--- config.mk ---
export PLATFORM = sky130hd
export DESIGN_NAME = rnf_txreq
export DESIGN_NICKNAME = d
export VERILOG_FILES = /design/src/rtl/rnf_txreq.sv
export SDC_FILE = /design/constraint.sdc
export NUM_CORES = 1
export LEC_CHECK = 0
export CAP_MARGIN = 20
export CELL_PAD_IN_SITES_DETAIL_PLACEMENT = 0
export CELL_PAD_IN_SITES_GLOBAL_PLACEMENT = 1
export CORE_AREA = 4 4 150 108
export CTS_CLUSTER_DIAMETER = 60
export CTS_CLUSTER_SIZE = 8
export DETAILED_ROUTE_END_ITERATION = 6
export DIE_AREA = 0 0 154 112
export GPL_TIMING_DRIVEN = 1
export PLACE_DENSITY = 0.83
export SYNTH_ARGS = -nofsm -noshare
export SYNTH_HDL_FRONTEND = slang
export SYNTH_SLANG_ARGS = --single-unit
--- constraint.sdc ---
create_clock -name clock -period 6.55 [get_ports clock]
set_input_delay 0.655 -clock clock [delete_from_list [all_inputs] [get_ports clock]]
set_output_delay 0.655 -clock clock [all_outputs]
set_load 0.05 [all_outputs]
--- src/rtl/rnf_txreq.sv ---
// rnf_txreq: CHI REQ-channel transmitter of the RN-F.
//   Buffers request flits from the request generator in a small FIFO and
//   drives them onto TXREQFLIT under L-credit flow control. FLITPEND is
//   registered so that FLITV only rises one cycle after PEND was high.
//   During link deactivation every held credit is handed back as an
//   LCrdReturn flit (Opcode 6'h00, all fields zero, i.e. an all-zero flit).
//
// Ports
//   clock, reset_n       : clock, asynchronous active-low reset
//   txreq_entry[_valid]  : request flit in (FLIT_W bits), valid
//   txreq_entry_ready    : flit accepted this cycle
//   link_active_req      : 1 = run link, 0 = deactivate
//   link_stopped         : STOP state with no credits held
//   TXREQFLIT/V/PEND     : flit to HN-F, valid, pending (next-cycle) hint
//   TXREQLCRDV           : one L-credit granted by the receiver
//
// OVF_ERR_EN enables the run-time error on a credit grant beyond CRD_MAX.
module rnf_txreq #(
  parameter int unsigned CRD_MAX    = 15,
  parameter int unsigned QDEPTH     = 2,
  parameter int unsigned FLIT_W     = 64,
  parameter bit          OVF_ERR_EN = 1'b1
) (
  input  logic              clock,
  input  logic              reset_n,
  input  logic [FLIT_W-1:0] txreq_entry,
  input  logic              txreq_entry_valid,
  output logic              txreq_entry_ready,
  input  logic              link_active_req,
  output logic              link_stopped,
  output logic [FLIT_W-1:0] TXREQFLIT,
  output logic              TXREQFLITV,
  output logic              TXREQFLITPEND,
  input  logic              TXREQLCRDV
);

  localparam int unsigned PW = $clog2(QDEPTH);
  localparam int unsigned CW = $clog2(CRD_MAX + 1);

  localparam logic [PW:0]   DEPTH_L   = QDEPTH[PW:0];
  localparam logic [CW-1:0] CRD_MAX_L = CRD_MAX[CW-1:0];

  localparam logic [1:0] ST_STOP   = 2'd0;
  localparam logic [1:0] ST_RUN    = 2'd1;
  localparam logic [1:0] ST_RETURN = 2'd2;

  logic [1:0]        state_q, state_d;
  logic [CW-1:0]     crd_cnt_q, crd_cnt_d;
  logic              pend_q;
  logic [FLIT_W-1:0] mem_q [QDEPTH];
  logic [PW-1:0]     rd_ptr_q, wr_ptr_q;
  logic [PW:0]       cnt_q, cnt_d;

  logic empty, full, push, pop, crd_nz, crd_ovf, flitv, pend;

  assign empty  = (cnt_q == '0);
  assign full   = (cnt_q == DEPTH_L);
  assign crd_nz = (crd_cnt_q != '0);

  assign txreq_entry_ready = (state_q == ST_RUN) & link_active_req & ~full;
  assign push = txreq_entry_valid & txreq_entry_ready;

  // Only credits already registered count; a grant this cycle is usable next.
  always_comb begin
    flitv = 1'b0;
    case (state_q)
      ST_RUN:    flitv = pend_q & crd_nz & ~empty;
      ST_RETURN: flitv = pend_q & crd_nz;
      default:   flitv = 1'b0;
    endcase
  end

  assign pop = flitv & (state_q == ST_RUN);

  assign pend = ((state_q == ST_RUN) & (~empty | txreq_entry_valid))
              | (state_q == ST_RETURN)
              | ((state_q == ST_STOP) & ~link_active_req & crd_nz);

  assign crd_ovf = TXREQLCRDV & ~flitv & (crd_cnt_q == CRD_MAX_L);

  always_comb begin
    crd_cnt_d = crd_cnt_q;
    case ({TXREQLCRDV, flitv})
      2'b10:   crd_cnt_d = crd_ovf ? crd_cnt_q : crd_cnt_q + CW'(1);
      2'b01:   crd_cnt_d = crd_cnt_q - CW'(1);
      default: crd_cnt_d = crd_cnt_q;
    endcase
  end

  always_comb begin
    cnt_d = cnt_q;
    case ({push, pop})
      2'b10:   cnt_d = cnt_q + (PW+1)'(1);
      2'b01:   cnt_d = cnt_q - (PW+1)'(1);
      default: cnt_d = cnt_q;
    endcase
  end

  always_comb begin
    state_d = state_q;
    case (state_q)
      ST_STOP: begin
        if (link_active_req)  state_d = ST_RUN;
        else if (crd_nz)      state_d = ST_RETURN;
      end
      // Deactivation waits for the FIFO to drain; pushes are already blocked.
      ST_RUN: begin
        if (!link_active_req && empty) state_d = ST_RETURN;
      end
      ST_RETURN: begin
        if (link_active_req)        state_d = ST_RUN;
        else if (crd_cnt_d == '0)   state_d = ST_STOP;
      end
      default: state_d = ST_STOP;
    endcase
  end

  assign TXREQFLITV    = flitv;
  assign TXREQFLITPEND = pend;
  assign TXREQFLIT     = (state_q == ST_RUN) ? mem_q[rd_ptr_q] : '0;
  assign link_stopped  = (state_q == ST_STOP) & ~crd_nz;

  always_ff @(posedge clock or negedge reset_n) begin
    if (!reset_n) begin
      state_q   <= ST_STOP;
      crd_cnt_q <= '0;
      pend_q    <= 1'b0;
      rd_ptr_q  <= '0;
      wr_ptr_q  <= '0;
      cnt_q     <= '0;
    end else begin
      state_q   <= state_d;
      crd_cnt_q <= crd_cnt_d;
      pend_q    <= pend;
      cnt_q     <= cnt_d;
      if (push) wr_ptr_q <= wr_ptr_q + PW'(1);
      if (pop)  rd_ptr_q <= rd_ptr_q + PW'(1);
    end
  end

  // Data storage needs no reset: occupancy is tracked by cnt_q.
  always_ff @(posedge clock) begin
    if (push) mem_q[wr_ptr_q] <= txreq_entry;
  end

  always_ff @(posedge clock) begin
    if (reset_n && OVF_ERR_EN) begin
      assert (!crd_ovf)
        else $error("rnf_txreq: L-credit grant beyond CRD_MAX");
    end
  end

endmodule
# Word level (Yosys, flattened, before mapping)
# Memory sizes are Yosys's and may differ from the RTL's.
# Cells that the tools add are included.
[word_totals] regBits=11 latch_bits=0 mem_bits_rw=128 romBits=0 in_bits=69 output_inout_bits=68 wordCells=65 memories=1
[op_classes] n_addsub=6 mul=0 n_div=0 magnitude_cmp=0 eq_ne=11 n_shift=0 n_mux=13 n_bitwise=20 reduce_logical=8
[memory_table] memory="mem_q" depth=2 word_bits=64 read_ports=1 rd_ports_with_merged_regs=0 write_ports=1 line="50" rtl="logic [FLIT_W-1:0] mem_q [QDEPTH];"
[ops] cell="64-bit 2-to-1 mux" n=1
[ops] cell="1-bit AND" n=12
[ops] cell="2-bit 2-to-1 mux" n=5
[ops] cell="2-bit equality test, second input constant" n=4
[ops] cell="4-bit case mux with 2 select lines" n=1
[ops] cell="2-bit by 1-bit equality test with 1-bit output, second input constant" n=3
[ops] cell="2-bit case mux with 3 select lines" n=1
[ops] cell="1-bit NOT" n=5
[ops] cell="4-bit by 1-bit adder with 4-bit output, second input constant" n=1
[ops] cell="4-bit equality test, second input constant" n=1
[ops] cell="2-bit logical NOT" n=2
[ops] cell="4-bit logical NOT" n=1
[ops] cell="4-bit 2-to-1 mux" n=1
[ops] cell="2-bit case mux with 2 select lines" n=1
[ops] cell="4-bit nonzero test" n=1
[ops] cell="4-bit by 1-bit subtractor with 4-bit output, second input constant" n=1
[ops] cell="3-bit by 2-bit != test with 1-bit output, second input constant" n=1
[ops] cell="3-bit != test, second input constant" n=1
[ops] cell="1-bit OR" n=3
[ops] cell="3-bit AND reduction" n=1
[ops] cell="1-bit adder, second input constant" n=2
[ops] cell="2-bit by 1-bit adder with 2-bit output, second input constant" n=1
[ops] cell="1-bit 2-to-1 mux" n=2
[ops] cell="2-bit by 1-bit != test with 1-bit output, second input constant" n=1
[ops] cell="other kinds (5)" n=5

# Logic depth before layout (Yosys ltp)
[depth] ltp_word=13 depth_mapped=13 depth_no_buf=12

# Worst setup path after synthesis
# No wires, ideal clock.
[synth_path] kind="reg2reg" startpoint="reg state_q[1]" endpoint="mem mem_q[0][0], enable pin" setup_time_ns=0.487 arrival_ns=4.593 required_time_ns=6.063 setup_slack_ns=1.471 path_stages_with_launch=7 path_buffers=0 period_less_slack_ns=5.079 cell_sequence="dfrtp_1 inv_1 ha_1 nand2_1 a21oi_1 nand2_1 nor2_1"
[synth_between] elab_chain_len=6
[synth_lines] element="start: declaration" line="47" rtl="logic [1:0] state_q, state_d;"
[synth_lines] element="start signal: assignment" line="132" rtl="state_q <= state_d;"
[synth_lines] element="2-bit by 1-bit equality test with 1-bit output" line="60" rtl="assign txreq_entry_ready = (state_q == ST_RUN) & link_active_req & ~full;"
[synth_lines] element="1-bit AND (2 in series)" line="60"
[synth_lines] element="via txreq_entry_ready" line="28" rtl="output logic txreq_entry_ready,"
[synth_lines] element="1-bit AND" line="61" rtl="assign push = txreq_entry_valid & txreq_entry_ready;"
[synth_lines] element="1-bit 2-to-1 mux" line="143" rtl="if (push) mem_q[wr_ptr_q] <= txreq_entry;"
[synth_lines] element="1-bit 2-to-1 mux (not written as such)" line="143"
[synth_lines] element="end: declaration" line="50"
# The timed path passes the listed nets, and every way through them passes these cells.

# Worst setup path after layout
[layout_path] startpoint="reg state_q[1]" endpoint="reg state_q[1]"
[layout_between] elab_chain_len=10 elab_cells_between_ends=17 cone_classes="7 x eq/ne; 4 x mux; 3 x bitwise; 3 x reduce/logical"
[layout_lines] element="2-bit equality test / 2-bit by 1-bit equality test with 1-bit output (equally long branches)" line="66, 101"
[layout_lines] element="1-bit case mux with 2 select lines" line="66" rtl="case (state_q)"
[layout_lines] element="1-bit NOT" line="79" rtl="assign crd_ovf = TXREQLCRDV & ~flitv & (crd_cnt_q == CRD_MAX_L);"
[layout_lines] element="1-bit AND (2 in series)" line="79"
[layout_lines] element="4-bit 2-to-1 mux" line="84" rtl="2'b10: crd_cnt_d = crd_ovf ? crd_cnt_q : crd_cnt_q + CW'(1);"
[layout_lines] element="4-bit case mux with 2 select lines" line="83" rtl="case ({TXREQLCRDV, flitv})"
[layout_lines] element="4-bit logical NOT" line="112" rtl="else if (crd_cnt_d == '0) state_d = ST_STOP;"
[layout_lines] element="3-bit by 2-bit != test with 1-bit output (no source line)"
[layout_lines] element="3-bit AND reduction (no source line)"
# Parallel ways exist; a longest one is shown, timed or not.
# A chain may end at the register's enable or synchronous reset.

==> reports/results.ini <==
[run_status]
status = finished clean

[setup_path]
required_ns = 6.87
cp_num_buf_inv = 3
crit_cells = 13
crit_family = simple AND/OR/NAND/NOR gates
crit_start = state_q[1]
crit_path_start_kind = flop
cp_cell_sequence = inv_1 > ha_2 > buf_12 > o21a_1 > nor2_1 > nor3_1 > inv_1 > ha_1 > nor4_1 > o211ai_1 > or4_1 > or4b_1 > o211ai_1
critPathMaxFanout = 47
critPathKind = flop to flop
critPathMaxStageDelay_ns = 0.49
r2r-start = state_q[1]
cp.arrival_ns = 4.33
crit_path_end_kind = flop
critPathSlowestCell = or4b_1
ff2ff_path_depth = 13

[final_layout]
final_area_um2 = 7930
post-route-util_pct = 54.0
fin_nets = 590
area_growth_pct = 36.3
drive_above_1_share_pct = 6.70
n_antenna_cell = 0
final_common_cell = clkdlybuf4s50_1
fin_cells = 717
layout_common_cells = 136 x clkdlybuf4s50_1, 128 x edfxtp_1, 68 x mux2i_1
multi_input_area_um2 = 1620
fillers = 1179
regArea_um2 = 4120

[floorplanning]
chipWidth_um = 154
die_h_um = 112
ios = 137
die_area_um2 = 17200
core_um2 = 14700
num_rows = 37
initial_core_util_pct = 39.6

[clocking]
cts_hold_buf = 0
cts_max_level = 4
clockBufferDepth = 2
ctsResizeCount = 0
clock_latency_ns = 0.41
cts_tree = built
cts.sinks = 139
clkTransAtPathRegs_ns = 0.05
post-cts-setup-buffers = 0
cts-root-buf = clkbuf_16
numCtsBuffers = 17

[placement]
port_buffers = 136
place_congestion = 0.736
dp_hpwl_mm = 7.81
dp.cells = 687
placed_area_um2 = 7400

[power_and_ir_drop]
p_clk_share_pct = 25.9
seqPwrFrac_pct = 35.5
power.switching_mw = 1.17
power_density_nw_per_um2 = 405
comb_power_share_pct = 38.6
internal-power_mw = 2.04
switching_share_pct = 36.4
p_total_mw = 3.22
ir_drop_v = 0.000264
p_leak_nw = 2.66

[detailed_routing]
drt_pass1_iterations = 4
wl_per_cell_um = 16.4
drtIter0Drc = 219
num_vias = 3442
route.detailed.drc = 0
viasPerCell = 4.80
wirelength_mm = 11.7
ant_nets = 0

[synth]
synth_area_um2 = 5820
ys_seq_elements = 139
seq_area_frac_synth_pct = 70.8
synth_edf_count = 128
syn-num-nets = 446
synthArstFlopShare_pct = 7.91
syn_inst = 368
ys.flop_type = edfxtp_1
synth_cell_types = 36
synth_area_per_cell_um2 = 15.8
yosysWarnings = 0

[sta]
finClkSkew_ns = 0.00562
rsz0062_at_grt = no
max_slew_margin_pct = 35.7
setup_viol = 0
tightest_slew_ns = 0.962
fin_tns_setup_ns = 0
hold_viol = 0
finalCriticalPeriod_ns = 4.01
fin_crit_sh_pct = 61.3
drv_slew = 0
fmax_ghz = 0.249

[grt]
antenna_found_initial = 0
grt_usage_pct = 13.9
grt.overflow.total = 0
grt_pass1_vias = 3649
grt_start_max_net_pins = 70
grt_pass1_wl_mm = 18.7

[flow_run]
cap_viol_max_count = 0

[worst_hold_path]
hold_depth = 1
hp-class = flop to flop
hold_start = cnt_q[1]

## cells in the mapped netlist (4+ instances only)
library cell,count,area (um2)
clkbuf_1,14,52.6
dfrtp_1,11,275
edfxtp_1,128,3840
ha_1,9,113
inv_1,7,26.3
mux2i_1,68,681
nand2_1,12,45.0
nand2b_1,5,31.3
nor2_1,5,18.8
nor2b_1,66,413
o211ai_1,4,30.0
## per-stage QoR
step,hold WS (ns),worst slack (ns)
after floorplan,0.359,1.47
after global placement,0.530,2.41
after detailed placement,0.534,2.21
after CTS,0.543,2.20
after global routing,0.578,2.26
final,0.540,2.54
## cell type report
type	count	share of cell area, %
Timing Repair Buffer	140	17.7
Tap cell	195	3.08
Sequential cell	139	52.0
Clock buffer	20	5.51
Clock inverter	9	0.978
Inverter	8	0.379
Multi-Input combinational cell	206	20.4
## power by group through the flow
stage	logic [mW]	clock network (mW)	registers (mW)
after floorplan	0.909	0	1.10
after global placement	1.23	0	1.16
after detailed placement	1.24	0	1.16
after CTS	1.25	0.856	1.14
after global routing	1.32	0.893	1.15
final	1.24	0.834	1.14
## routing by layer
layer | GRT usage (%) | vias up | routed length [um] | part of all wire, %
li1 | - | 1643 | - | -
met1 | 18.6 | 1673 | 5510 | 47
met2 | 20.5 | 117 | 5260 | 45
met3 | 5.83 | 9 | 878 | 7.5
met4 | 4.59 | 0 | 95 | 0.81
met5 | 0 | - | 0 | 0
## kinds of logic after synthesis
kind of cell / after synthesis / share of synthesized area, %
compound gates: 15 / 1.78
xor+xnor: 5 / 0.753
fa+ha+maj: 9 / 1.94
buf+inv: 23 / 1.61
flops: 139 / 70.8
mux: 69 / 11.9
simple gates: 108 / 11.2
## worst register-to-register path: stages, from the launching register on
cell and delay (ns):
dfrtp_1 0.44, inv_1 0.12, ha_2 0.45, buf_12 0.27, o21a_1 0.15, nor2_1 0.05
nor3_1 0.39, inv_1 0.09, ha_1 0.41, nor4_1 0.39, o211ai_1 0.15, or4_1 0.45
or4b_1 0.49, o211ai_1 0.10
## flip-flops by register name (all words and copies together) (netlist names)
register,flops
pend_q,1
mem_q,128
state_q,2
cnt_q,2
wr_ptr_q,1
rd_ptr_q,1
crd_cnt_q,4
## worst paths after layout
kind                            slack [ns]    endpoint
worst max-delay path                  2.54  state_q[1]
min in group asynchronous             0.59      pend_q
worst min register to register        0.54    cnt_q[1]
worst min-delay path                  0.54    cnt_q[1]
worst max register to register        2.54  state_q[1]
max in group asynchronous             5.56    rd_ptr_q
Power figures use the tool's default switching activity.
